## src/rtl/dcdc_sequencer.sv

```systemverilog
// DC-DC soft-start / protection sequencer with ramped setpoint and OV/OC fault handling.
// Define DCDC_SEQ_AUTORETRY_EN to enable cooldown-and-retry after faults.
module dcdc_sequencer #(
  parameter int unsigned RAMP_STEP    = 16,
  parameter int unsigned RAMP_DIV     = 256,
  parameter int unsigned OV_MARGIN    = 512,
  parameter int unsigned OC_FILTER    = 8,
  parameter int unsigned PGOOD_TOL    = 64,
  parameter int unsigned COOLDOWN_CYC = 65535,
  parameter int unsigned MAX_RETRIES  = 3
) (
  input  logic        clk,
  input  logic        rst,
  input  logic        enable,
  input  logic [15:0] voltageTarget,
  input  logic [15:0] currentLimit,
  input  logic [15:0] vsense,
  input  logic [15:0] csense,
  output logic [15:0] voltageSet,
  output logic [15:0] currentSet,
  output logic        pgood,
  output logic        fault,
  output logic [2:0]  state
);

  typedef enum logic [2:0] {
    S_IDLE      = 3'd0,
    S_SOFTSTART = 3'd1,
    S_REGULATE  = 3'd2,
    S_FAULT     = 3'd3,
    S_COOLDOWN  = 3'd4,
    S_LATCHED   = 3'd5
  } state_t;

  localparam int DIV_W = (RAMP_DIV > 1) ? $clog2(RAMP_DIV) : 1;
  localparam int OC_W  = $clog2(OC_FILTER + 1);

  localparam logic [DIV_W-1:0] DIV_LAST = DIV_W'(RAMP_DIV - 1);
  localparam logic [OC_W-1:0]  OC_LAST  = OC_W'(OC_FILTER - 1);
  localparam logic [OC_W-1:0]  OC_MAX   = OC_W'(OC_FILTER);
  localparam logic [16:0]      STEP17   = 17'(RAMP_STEP);
  localparam logic [16:0]      OVM17    = 17'(OV_MARGIN);
  localparam logic [15:0]      TOL16    = 16'(PGOOD_TOL);

`ifdef DCDC_SEQ_AUTORETRY_EN
  localparam int CD_W = (COOLDOWN_CYC > 1) ? $clog2(COOLDOWN_CYC) : 1;
  localparam int RT_W = (MAX_RETRIES > 0) ? $clog2(MAX_RETRIES + 1) : 1;

  localparam logic [CD_W-1:0] CD_LAST = CD_W'(COOLDOWN_CYC - 1);
  localparam logic [RT_W-1:0] RT_MAX  = RT_W'(MAX_RETRIES);

  logic [CD_W-1:0] r_cd;
  logic [CD_W-1:0] w_cd_nxt;
  logic [RT_W-1:0] r_retry;
  logic [RT_W-1:0] w_retry_nxt;
`endif

  state_t          r_state;
  state_t          w_next;
  logic [15:0]     r_vset;
  logic [15:0]     r_iset;
  logic            r_pgood;
  logic            r_fault;
  logic [DIV_W-1:0] r_div;
  logic [DIV_W-1:0] w_div_nxt;
  logic [OC_W-1:0] r_oc;
  logic [OC_W-1:0] w_oc_nxt;
  logic [OC_W-1:0] w_oc_cnt;
  logic [15:0]     w_vset_nxt;
  logic [16:0]     w_sum;
  logic [15:0]     w_ramp;
  logic [15:0]     w_diff;
  logic            w_win;
  logic            w_ov;
  logic            w_oc_hit;
  logic            w_oc_trip;
  logic            w_wrap;
  logic            w_trip;

  // 17-bit arithmetic keeps the ramp and OV threshold free of wrap-around
  assign w_sum  = {1'b0, r_vset} + STEP17;
  assign w_ramp = (w_sum > {1'b0, voltageTarget}) ? voltageTarget
                                                  : w_sum[15:0];
  assign w_ov   = {1'b0, vsense} > ({1'b0, voltageTarget} + OVM17);

  assign w_oc_hit  = csense > currentLimit;
  assign w_oc_trip = w_oc_hit && (r_oc >= OC_LAST);
  assign w_oc_cnt  = !w_oc_hit        ? '0 :
                     (r_oc == OC_MAX) ? r_oc :
                                        r_oc + 1'b1;
  assign w_trip    = w_ov || w_oc_trip;

  assign w_diff = (vsense >= voltageTarget) ? vsense - voltageTarget
                                            : voltageTarget - vsense;
  assign w_win  = w_diff <= TOL16;
  assign w_wrap = r_div == DIV_LAST;

  always_comb begin
    w_next     = r_state;
    w_vset_nxt = r_vset;
    w_div_nxt  = '0;
    w_oc_nxt   = '0;
`ifdef DCDC_SEQ_AUTORETRY_EN
    w_cd_nxt    = '0;
    w_retry_nxt = r_retry;
`endif
    unique case (r_state)
      S_IDLE: begin
        w_vset_nxt = '0;
        if (enable) w_next = S_SOFTSTART;
      end
      S_SOFTSTART: begin
        w_oc_nxt = w_oc_cnt;
        if (w_trip) begin
          w_next     = S_FAULT;
          w_vset_nxt = '0;
        end else if (r_vset == voltageTarget) begin
          w_next = S_REGULATE;
        end else begin
          w_div_nxt = w_wrap ? '0 : r_div + 1'b1;
          if (w_wrap) w_vset_nxt = w_ramp;
        end
      end
      S_REGULATE: begin
        w_oc_nxt = w_oc_cnt;
        if (w_trip) begin
          w_next     = S_FAULT;
          w_vset_nxt = '0;
        end else if (voltageTarget > r_vset) begin
          w_next = S_SOFTSTART;
        end else if (voltageTarget < r_vset) begin
          w_vset_nxt = voltageTarget;
        end
      end
      S_FAULT: begin
        w_vset_nxt = '0;
`ifdef DCDC_SEQ_AUTORETRY_EN
        if (r_retry < RT_MAX) begin
          w_next      = S_COOLDOWN;
          w_retry_nxt = r_retry + 1'b1;
        end else begin
          w_next = S_LATCHED;
        end
`else
        w_next = S_LATCHED;
`endif
      end
      S_COOLDOWN: begin
        w_vset_nxt = '0;
`ifdef DCDC_SEQ_AUTORETRY_EN
        if (r_cd == CD_LAST) w_next = S_SOFTSTART;
        else w_cd_nxt = r_cd + 1'b1;
`else
        w_next = S_LATCHED;
`endif
      end
      S_LATCHED: begin
        w_vset_nxt = '0;
      end
      default: begin
        w_next     = S_IDLE;
        w_vset_nxt = '0;
      end
    endcase
    // dropping enable wins over everything, including same-cycle faults
    if (!enable) begin
      w_next     = S_IDLE;
      w_vset_nxt = '0;
      w_div_nxt  = '0;
      w_oc_nxt   = '0;
`ifdef DCDC_SEQ_AUTORETRY_EN
      w_cd_nxt    = '0;
      w_retry_nxt = '0;
`endif
    end
  end

  always_ff @(posedge clk or posedge rst) begin
    if (rst) begin
      r_state <= S_IDLE;
      r_vset  <= '0;
      r_iset  <= '0;
      r_pgood <= 1'b0;
      r_fault <= 1'b0;
      r_div   <= '0;
      r_oc    <= '0;
`ifdef DCDC_SEQ_AUTORETRY_EN
      r_cd    <= '0;
      r_retry <= '0;
`endif
    end else begin
      r_state <= w_next;
      r_vset  <= w_vset_nxt;
      r_iset  <= (w_next == S_SOFTSTART || w_next == S_REGULATE)
                 ? currentLimit : '0;
      r_pgood <= (w_next == S_REGULATE) && w_win;
      r_fault <= (w_next == S_FAULT) || (w_next == S_COOLDOWN) ||
                 (w_next == S_LATCHED);
      r_div   <= w_div_nxt;
      r_oc    <= w_oc_nxt;
`ifdef DCDC_SEQ_AUTORETRY_EN
      r_cd    <= w_cd_nxt;
      r_retry <= w_retry_nxt;
`endif
    end
  end

  assign voltageSet = r_vset;
  assign currentSet = r_iset;
  assign pgood      = r_pgood;
  assign fault      = r_fault;
  assign state      = r_state;

endmodule
```

## config.mk

```make
export PLATFORM = sky130hd
export DESIGN_NAME = dcdc_sequencer
export DESIGN_NICKNAME = d
export VERILOG_FILES = /design/src/rtl/dcdc_sequencer.sv
export SDC_FILE = /design/constraint.sdc
export NUM_CORES = 1
export LEC_CHECK = 0
export ABC_CLOCK_PERIOD_IN_PS = 3720
export CAP_MARGIN = 20
export CORE_AREA = 4 4 101 103
export CTS_BUF_LIST = sky130_fd_sc_hd__clkbuf_4 sky130_fd_sc_hd__clkbuf_8 sky130_fd_sc_hd__clkbuf_16
export CTS_CLUSTER_SIZE = 8
export DETAILED_ROUTE_END_ITERATION = 12
export DIE_AREA = 0 0 105 107
export DONT_BUFFER_PORTS = 1
export PLACE_DENSITY = 0.84
export SLEW_MARGIN = 20
export SYNTH_ARGS = -nofsm -noshare
export SYNTH_HDL_FRONTEND = slang
export SYNTH_SLANG_ARGS = --single-unit
```

## constraint.sdc

```tcl
create_clock -name clk -period 3.72 [get_ports clk]
set_input_delay 0.372 -clock clk [delete_from_list [all_inputs] [get_ports clk]]
set_output_delay 0.372 -clock clk [all_outputs]
set_load 0.05 [all_outputs]
```

After elaboration in Yosys (flattened, before gate mapping)
Index checks and enable logic that the tools add are counted.
{ "totals": {"register_bits": 49, "mem_bits_ro": 0, "ramBits": 0, "latch_bits": 0, "n_memories": 0, "input_bits": 67} }
{ "op_classes": {"mul": 0, "n_addsub": 6, "n_mux": 26, "reduce_logical": 10, "shifts": 0, "order_cmp": 8, "bitwise_logic": 0, "div": 0, "n_eq_ne": 18} }
{ "op_table": {"columns": ["cell", "n"], "rows": [
  ["$mux 16", 10],
  ["$mux 8", 5],
  ["$gt 16x16->1", 2],
  ["$pmux 16 s2", 1],
  ["$sub 16x16->16", 2],
  ["$ne 4x4->1 const B", 5],
  ["$add 16x10->17 const B", 1],
  ["$add 16x5->17 const B", 1],
  ["$gt 16x17->1", 1],
  ["$gt 17x16->1", 1],
  ["$eq 16x16->1", 1],
  ["$ge 16x16->1", 1],
  ["$le 16x7->1 const B", 1],
  ["$lt 16x16->1", 1],
  ["$mux 4", 4],
  ["$mux 3", 5],
  ["$pmux 3 s5", 1],
  ["$eq 3x2->1 const B", 4],
  ["$eq 3x3->1 const B", 4],
  ["$add 8x1->8 const B", 1],
  ["$eq 8x8->1 const B", 1],
  ["$eq 3x1->1 const B", 2],
  ["$add 4x1->4 const B", 1],
  ["$eq 4x4->1 const B", 1],
  ["other kinds (6)", 11]
]} }

Logic depth before layout (Yosys ltp)
{ "depth": {"depth_word": 9, "depth_mapped": 15} }

Worst setup path after synthesis
OpenSTA, ideal clock, no wires.
{ "synth_path": {"path_type": "reg-to-reg", "start": "register r_vset[6], in the netlist voltageSet[6]", "end": "register r_vset[10], in the netlist voltageSet[10]", "required_ns": 3.652, "period_less_slack_ns": 3.863, "arrival_ns": 3.795, "slack_ns": -0.143, "n_path_buf": 1, "path_stages_with_launch": 15, "cell_sequence": "dfrtp_1 > inv_1 > nor4_1 > nand3_1 > or3_1 > xnor2_1 > ha_1 > o21ai_0 > a21oi_1 > a211o_1 > a21o_1 > or4_1 > clkbuf_1 > nor2b_1 > a221o_1"} }
{ "synth_between": {"elab_chain_cells": 8} }
{ "synth_lines": {"columns": ["element", "line_no", "text"], "rows": [
  ["from (decl)", "60", "logic [15:0] r_vset;"],
  ["from (signal assigned)", "193", "r_vset <= w_vset_nxt;"],
  ["$add 16x5->17", "81", "assign w_sum = {1'b0, r_vset} + STEP17;"],
  ["$gt 17x16->1", "82", "assign w_ramp = (w_sum > {1'b0, voltageTarget}) ? voltageTarget"],
  ["$mux 16", "82", null],
  ["$mux 16", "121", "if (w_wrap) w_vset_nxt = w_ramp;"],
  ["$mux 16", "117", "end else if (r_vset == voltageTarget) begin"],
  ["$mux 16", "114", "if (w_trip) begin"],
  ["$pmux 16 s2", "107", "unique case (r_state)"],
  ["$mux 16", "166", "if (!enable) begin"]
]} }
Several ways; a longest one is shown, not always the timed one. The select of a mux whose other input is x is not followed.
A chain may end at the register's enable or synchronous reset.

Worst setup path after layout
{ "layout_path": {"start": "register r_vset[4], in the netlist voltageSet[4]", "end": "register r_iset[7], in the netlist currentSet[7]"} }
{ "layout_between": {"elab_chain_cells": 8} }
{ "layout_lines": {"columns": ["element", "line_no", "text"], "rows": [
  ["$gt 16x16->1 or $eq 16x16->1 (tied branches)", "129, 117", null],
  ["$mux 3, on equally long branches", "129, 117", null],
  ["$mux 3, on equally long branches", "126, 114", null],
  ["$pmux 3 s5 (*)", "107", null],
  ["$mux 3 (*)", "166", null],
  ["$eq 3x1->1 or $eq 3x2->1 (tied branches)", "194", "r_iset <= (w_next == S_SOFTSTART || w_next == S_REGULATE)"],
  ["$logic_or 1x1->1 (*)", "194", null],
  ["$mux 16 (*)", "195", "? currentLimit : '0;"],
  ["to (signal assigned)", "194", null],
  ["to (decl)", "61", "logic [15:0] r_iset;"]
]} }
Mark *: on every way between the ends. The rest lies on a longest branch, timed or not.

==> impl_results.md <==
- Status: finished clean
- Post-synthesis average cell area: 8.395 µm²
- Antenna Cells: 0
- Core area: 9196 µm²
- Worst-case vdd ir drop: 0.0002278 V
- Crit end category: flip-flop
- Register area share after synthesis: 0.2279
- RSZ-0062 raised after global routing: false
- Hold-fix buffers, CTS: 0
- Synth top cells by count: ha_1, inv_1, dfrtp_1
- Setup violators final: 0
- Crit path max-delay cell type: a311oi_1
- Setup TNS: 0 ns
- Drt via density: 6.318
- Skew final: 0.01110 ns
- Largest net degree at the start of global routing: 50
- Yosys warns: 0
- CTS Buf Count: 5
- Synth top area share: 0.2279
- Clock tree buffer depth: 2
- Fin crit period: 3.584 ns
- IO Port Bufs: 0
- GPL Wtd Cong: 0.9605
- Worst endpoint required time: 3.92 ns
- Post-synth EDFFs: 0
- Area of the mapped netlist: 5381 µm²
- Half-perimeter wire length after placement: 12590 µm
- Clk slew on worst S/H paths: 0.10 ns
- Hold_ws: 0.08224 ns
- Synth Flop Type: dfrtp_1
- Slew Viols, Final: 0
- Worst slack, placed: 0.07928 ns
- Std cell rows: 35
- I/O pin count: 104
- DR iter-0 viols: 331
- Cell mode on critical path: o21ai_0
- Leakage: 2.868 nW
- Pre-Repair DR Iteration Count: 5
- Yosys cell types: 60
- WS Path Type: flip-flop to flip-flop
- Worst min-delay path class: primary input to asynchronous set/reset pin
- TritonCTS clock tree: built
- First-pass GRT wire length: 24700 µm
- Worst Path Buf+Inv: 2
- Vias in the first global route: 4992
- Vias: 4928
- Die H: 107 µm
- Sink Count: 49
- Synth Register Bits: 49
- Cells after synthesis: 641
- Die W: 105 µm
- Fin. Hold Viols: 0
- Critical-path cell list: buf_4 -> inv_1 -> ha_1 -> and4b_1 -> nand4_1 -> a31oi_1 -> a311oi_1 -> o21a_1 -> o21ai_0 -> o21ai_0 -> mux2_2 -> and2_1
- Final period util: 0.9635
- Critical Path AT: 3.79 ns
- Startpoint type of the worst setup path: flip-flop
- Post-synth top area cell: dfrtp_1
- Worst slew pin tran: 0.8498 ns
- Area growth from synthesis to layout: 8.324%
- Max incr delay on CP: 0.56 ns
- Slew HR: 0.4328
- Max Cap Viol: 0
- Total GRT Usage: 0.2704
- Max Freq: 279.0 MHz
- Postcts setup bufs: 0
- Residual DRC: 0
- Initial Utilization: 0.5852
- Layout cells sized above 1: 0.09716
- Net count after synthesis: 801
- Routed WL per cell: 19.42 µm
- Antenna Violating Nets Remaining: 0
- Clock Tree Root: clkbuf_8
- Antenna violations before repair: 0
- Htree depth: 2
- Crit-path max FO: 16
- Top post-synthesis cells by area: dfrtp_1, ha_1, inv_1, xnor2_1, a21oi_1
- Worst R2R Path Depth: 12
- Wirelength, routed: 15150 µm
- Setup ws final: 0.1357 ns
- Most frequent cell after synthesis: ha_1
- Asr flop ratio synth: 1.000
- Family with the most delay on the worst path: compound AO/OA/AOI/OAI gates
- CP Depth: 12
- Worst skew pair latency: 0.31 ns
- Layout Nets: 828
- Total Die Area: 11240 µm²
- Grt ovf: 0
- Pwr Density: 263.6 nW/µm²
==> cell families (layout without fill, tap and decap cells) <==
group / count (synthesis) / count (layout) / synth area share
AOI/OAI and AO/OA: 150 / 150 / 0.1951
xor gates and xnor gates: 33 / 33 / 0.05371
adders and majority gates: 93 / 93 / 0.2190
buffers and inverters: 93 / 121 / 0.06859
DFF: 49 / 49 / 0.2279
muxes: 17 / 17 / 0.03278
and+or+nand+nor: 206 / 206 / 0.2030
==> metal layers <==
layer / vias up / wire [µm] / GRT usage
li1: 2339 / - / -
met1: 2319 / 6137 / 0.3368
met2: 237 / 6971 / 0.4423
met3: 33 / 1634 / 0.09272
met4: 0 / 406 / 0.08341
met5: - / 0 / 0
==> final timing paths <==
check | start | endpoint | slack, ns
setup / recovery | voltageSet[4] | currentSet[7] | 0.14
hold / removal | rst | currentSet[10] | 0.08
setup reg to reg | voltageSet[4] | currentSet[7] | 0.14
hold reg to reg | r_div[0] | r_div[0] | 0.50
max in group asynchronous | rst | voltageSet[7] | 3.10
min in group clk | currentLimit[15] | currentSet[15] | 0.18
==> power breakdown <==
| group | switching [mW] | internal, mW |
|---|---|---|
| sequential | 0.0904 | 0.555 |
| combinational | 0.312 | 0.231 |
| clock | 0.193 | 0.155 |
| total | 0.596 | 0.941 |
==> cell usage in the layout, fill, tap and decap left out, types with 8 or more instances in the layout <==
master / netlist / routed
o21ai_0: 23 / 23
a221o_1: 11 / 11
ha_1: 91 / 91
inv_1: 76 / 75
mux2i_1: 12 / 12
buf_4: 1 / 37
nor3_1: 9 / 9
nand2_1: 37 / 37
xnor2_1: 27 / 27
nor2b_1: 22 / 22
nand3_1: 26 / 26
a21oi_1: 38 / 38
a21o_1: 14 / 14
nand4_1: 13 / 13
a211o_1: 8 / 8
and2_1: 19 / 19
nor2_1: 39 / 39
dfrtp_1: 49 / 46
==> metrics by stage <==
| stage | utilization | std cells | instance area (µm²) | power, mW |
|---|---|---|---|---|
| after global routing | 0.6339 | 780 | 5829 | 1.633 |
| after floorplan | - | 641 | 5385 | 1.045 |
| after global placement | 0.6218 | 772 | 5718 | 1.175 |
| after CTS | 0.6327 | 780 | 5818 | 1.533 |
| final | 0.6339 | 780 | 5829 | 1.537 |
| after detailed placement | 0.6218 | 772 | 5718 | 1.188 |
==> registers in the layout, indices dropped and copies added (netlist names) <==
register,cells
currentSet,16
voltageSet,16
r_div,8
r_oc,4
state,3
fault,1
pgood,1
==> cell type report <==
cell class                      count  area (µm²)
Tap cell                          111       138.9
Sequential cell                    49        1230
Fill cell                         784        3367
Inverter                           76       286.5
Clock buffer                        6       82.58
Timing Repair Buffer               37       277.8
Clock inverter                      2       17.52
Multi-Input combinational cell    499        3796
==> what timing repair did <==
item	CTS	global route
gates resized for setup	0	2
setup endpoints to repair	0	10
hold endpoints to repair	0	0
No activity file was read; power rests on OpenSTA's default activity.
==> edit 1, RTL diff (same flow settings) <==
Build with the macro `DCDC_SEQ_AUTORETRY_EN` defined.
--- a/src/rtl/dcdc_sequencer.sv
+++ b/src/rtl/dcdc_sequencer.sv
@@ -2,2 +2,4 @@
 // Define DCDC_SEQ_AUTORETRY_EN to enable cooldown-and-retry after faults.
+`define DCDC_SEQ_AUTORETRY_EN
+
 module dcdc_sequencer #(
Formal check against the unedited RTL: not equivalent (a bounded check fails within 4 cycles, from zero or initial values and one cycle with rst high).
==> edit 1 against the original RTL <==
  * Total power up 41%
  * Setup slack better by 0.088 ns
  * Area after synthesis up 18%
  * Cell area up 19%
  * Combinational power up 13%
  * Global-route usage up 4.0 points
  * Highest routed layer unchanged
  * First-iteration DRC count up 57%
  * Via count up 15%
  * Largest power group unchanged
  * Maximum frequency up 2.5%
  * Routed wire length up 14%
  * Sequential cell count up 18
==> edit 1: results (changes against the original RTL) <==
Final layout
  • Final Util: 75.18% (was 63.39%)
  • Area grow syn2layout: 9.209% (was 8.324%)
  • # nets final: 938 (was 828)
  • ClkCell Share: 2.986% (was 1.717%)
  • Non-clock buffer share of cell area: 4.343% (was 4.765%)
  • Comb_multi_in: 579 (was 499)

Clock tree
  • CTS Buf Count: 9 (was 5)

Yosys
  • Syn Inst Count: 745 (was 641)
  • Commonest cells in the netlist: ha_1 (94), nor2_1 (86), inv_1 (78), dfrtp_1 (67), a21oi_1 (39) (was ha_1 (91), inv_1 (76), dfrtp_1 (49), nor2_1 (39), a21oi_1 (38))
  • Synthesized flop and latch total: 67 (was 49)
  • Syn nets: 908 (was 801)
  • Synth top area cells: dfrtp_1 (26%), ha_1 (19%), nor2_1 (5.1%), inv_1 (4.6%), xnor2_1 (4.4%) (was dfrtp_1 (23%), ha_1 (21%), inv_1 (5.3%), xnor2_1 (4.4%), a21oi_1 (3.5%))
  • Sequential share of the synthesized area: 26.48% (was 22.79%)

Critical path
  • Reg2Reg Launch Point: voltageSet[5] (was voltageSet[4])
  • Reg-to-reg setup timing slack: 0.22 ns (was 0.14 ns)
  • Worst Path Arrival: 3.73 ns (was 3.79 ns)
  • Reg2reg end: voltageSet[7] (was currentSet[7])
  • Worst path max stage delay: 0.42 ns (was 0.56 ns)

Global route
  • Gr usage total: 31.00% (was 27.04%)
  • Vias in the first global route: 5772 (was 4992)

Placed design
  • DP Area: 6664 sq um (was 5718 sq um)
  • Hpwl dp: 13680 um (was 12590 um)

Pwr
  • Worst vdd ir: 0.2559 mV (was 0.2278 mV)
  • Leakage: 0.003333 uW (was 0.002868 uW)

Timing
  • Hold WS: 0.05076 ns (was 0.08224 ns)

Run status
  • Status: completed (unchanged)
## edit 1: report_power, final
group	switching [uW]	total [uW]	internal (uW)	leakage, uW
registers	147	910	763	0.000912
logic	365	612	247	0.00232
clock network	319	640	321	0.0000988
## edit 1: routing by layer
layer	part of all wire, %	wire, um	track usage (%)	vias up
met3	8.5	1468	8.368	27
li1	-	-	-	2698
met1	43	7486	40.88	2701
met4	2.0	346	8.435	0
met5	0	0	0	-
met2	46	7967	50.37	255
## edit 1: kinds of logic (layout without fill, tap and decap cells)
| family | Yosys count | count (layout) | synth area share [%] |
|---|---|---|---|
| compound gates | 162 | 162 | 17.71 |
| xor+xnor | 51 | 51 | 7.055 |
| simple gates | 254 | 254 | 20.49 |
| mux | 16 | 16 | 2.569 |
| flops | 67 | 67 | 26.48 |
| fa+ha+maj | 96 | 96 | 19.21 |
| buf+inv | 99 | 134 | 6.482 |
## edit 1: repair_timing
item                       CTS  global route
gates resized for setup      0             5
hold endpoints to repair     0             0
buffers inserted             0             2
setup endpoints to repair    0            15
==> edit 2, RTL diff (same settings) <==
Made on the original files. Register the input `currentLimit` before use, without a reset. The logic sees it one clock later. The other inputs are not delayed to match.
--- a/src/rtl/dcdc_sequencer.sv
+++ b/src/rtl/dcdc_sequencer.sv
@@ -44,2 +44,8 @@
 
+  logic [15:0] currentLimit_q;
+
+  always_ff @(posedge clk) begin
+    currentLimit_q <= currentLimit;
+  end
+
 `ifdef DCDC_SEQ_AUTORETRY_EN
@@ -85,3 +91,3 @@
 
-  assign w_oc_hit  = csense > currentLimit;
+  assign w_oc_hit  = csense > currentLimit_q;
   assign w_oc_trip = w_oc_hit && (r_oc >= OC_LAST);
@@ -194,3 +200,3 @@
       r_iset  <= (w_next == S_SOFTSTART || w_next == S_REGULATE)
-                 ? currentLimit : '0;
+                 ? currentLimit_q : '0;
       r_pgood <= (w_next == S_REGULATE) && w_win;
Function: changed (Yosys sat finds a counterexample within 4 cycles, from zero or initial values and one cycle with rst high).
==> edit 2 against the original RTL <==
  * Setup slack better by 0.032 ns
  * Combinational power down 0.9%
  * Routed wire length up 1.1%
  * Cell area up 6.7%
  * Area after synthesis up 7.0%
  * Hold slack worse by 0.044 ns
  * Total power up 28%
  * Die area unchanged
  * Sequential cell count up 16
  * Largest cell class unchanged
  * Largest power group unchanged
  * Highest routed layer unchanged
==> edit 2: results (changes against the original RTL) <==
Pwr
  • Net Sw Frac: 34.19% (was 38.77%)
  • Leakage: 0.003040 uW (was 0.002868 uW)
  • Worst vdd ir: 0.1957 mV (was 0.2278 mV)

Global route
  • GR Util met3: 6.863% (was 9.272%)
  • Global routing usage on met2: 45.42% (was 44.23%)
  • Gr usage total: 27.23% (was 27.04%)
  • Vias in the first global route: 5111 (was 4992)
  • M1 GR Usage: 34.46% (was 33.68%)

Final layout
  • Inverters excl. clock: 80 (was 76)
  • Area occupied by multi-input gates: 3852 sq um (was 3796 sq um)
  • # nets final: 856 (was 828)
  • Clock buf count: 12 (was 6)
  • Non-clock buffer share of cell area: 2.896% (was 4.765%)
  • Share of cells above drive strength 1: 10.14% (was 9.716%)
  • Sequential cell area share: 24.90% (was 21.10%)
  • Non-CTS buffers: 24 (was 37)

Placed design
  • Hpwl dp: 12010 um (was 12590 um)
  • DP Cell Count: 794 (was 772)
  • DP Area: 5958 sq um (was 5718 sq um)
  • Post-Place Worst Slack: 0.08813 ns (was 0.07928 ns)

Critical path
  • Worst path top cell family by delay: simple AND/OR/NAND/NOR gates (was compound AO/OA/AOI/OAI gates)
  • Slowest cell on crit path: dfrtp_1 (was a311oi_1)
  • Critical Path End: voltageSet[11] (was currentSet[7])
  • CP Max Fanout: 7 (was 16)

Timing
  • Max-Slew Margin vs Limit: 43.01% (was 43.28%)

Yosys
  • Synth top area cells: dfrtp_1 (21%), ha_1 (20%), dfxtp_1 (5.6%), inv_1 (5.2%), nor2_1 (4.2%) (was dfrtp_1 (23%), ha_1 (21%), inv_1 (5.3%), xnor2_1 (4.4%), a21oi_1 (3.5%))
  • Syn Inst Count: 679 (was 641)
  • Syn nets: 839 (was 801)
  • Sequential share of the synthesized area: 26.86% (was 22.79%)
  • Async SR Flop Fraction: 75.38% (was 100.0%)

Drt
  • First DRT Iteration DRCs: 396 (was 331)
  • Met2 routed WL: 7246 um (was 6971 um)
  • DRT met1 WL: 6207 um (was 6137 um)

Run status
  • Status: completed (unchanged)

Clock tree
  • Clock latency on the worst-skew pair: 0.35 ns (was 0.31 ns)
  • CTS Buf Count: 9 (was 5)
  • H-tree depth: 3 (was 2)
==> edit 2: cell types whose count changed in the layout (fill, tap and decap cells not counted), sizes merged, moves of 6 or more <==
cell / before / now
nor2: 39 / 65
dfxtp: 0 / 16
and2: 19 / 5
buf: 37 / 24
nor2b: 22 / 12
a21oi: 38 / 47
o21ai: 23 / 32
nor3: 9 / 17
a211o: 8 / 1
clkbuf: 6 / 12
==> edit 2: logic make-up (layout without fill, tap and decap cells) <==
| family | after synthesis | count (layout) | share of synthesized area, % |
|---|---|---|---|
| DFF | 65 | 65 | 26.86 |
| muxes | 14 | 14 | 2.477 |
| buffers and inverters | 98 | 119 | 7.062 |
| adders and majority gates | 93 | 93 | 20.47 |
| and+or+nand+nor | 221 | 221 | 19.47 |
| xor gates and xnor gates | 31 | 31 | 4.715 |
| AOI/OAI and AO/OA | 157 | 157 | 18.95 |
==> edit 2: timing repair <==
item,in CTS,in global routing
setup buffers,0,2
gates resized for setup,0,12
endpoints found under the setup margin,0,16
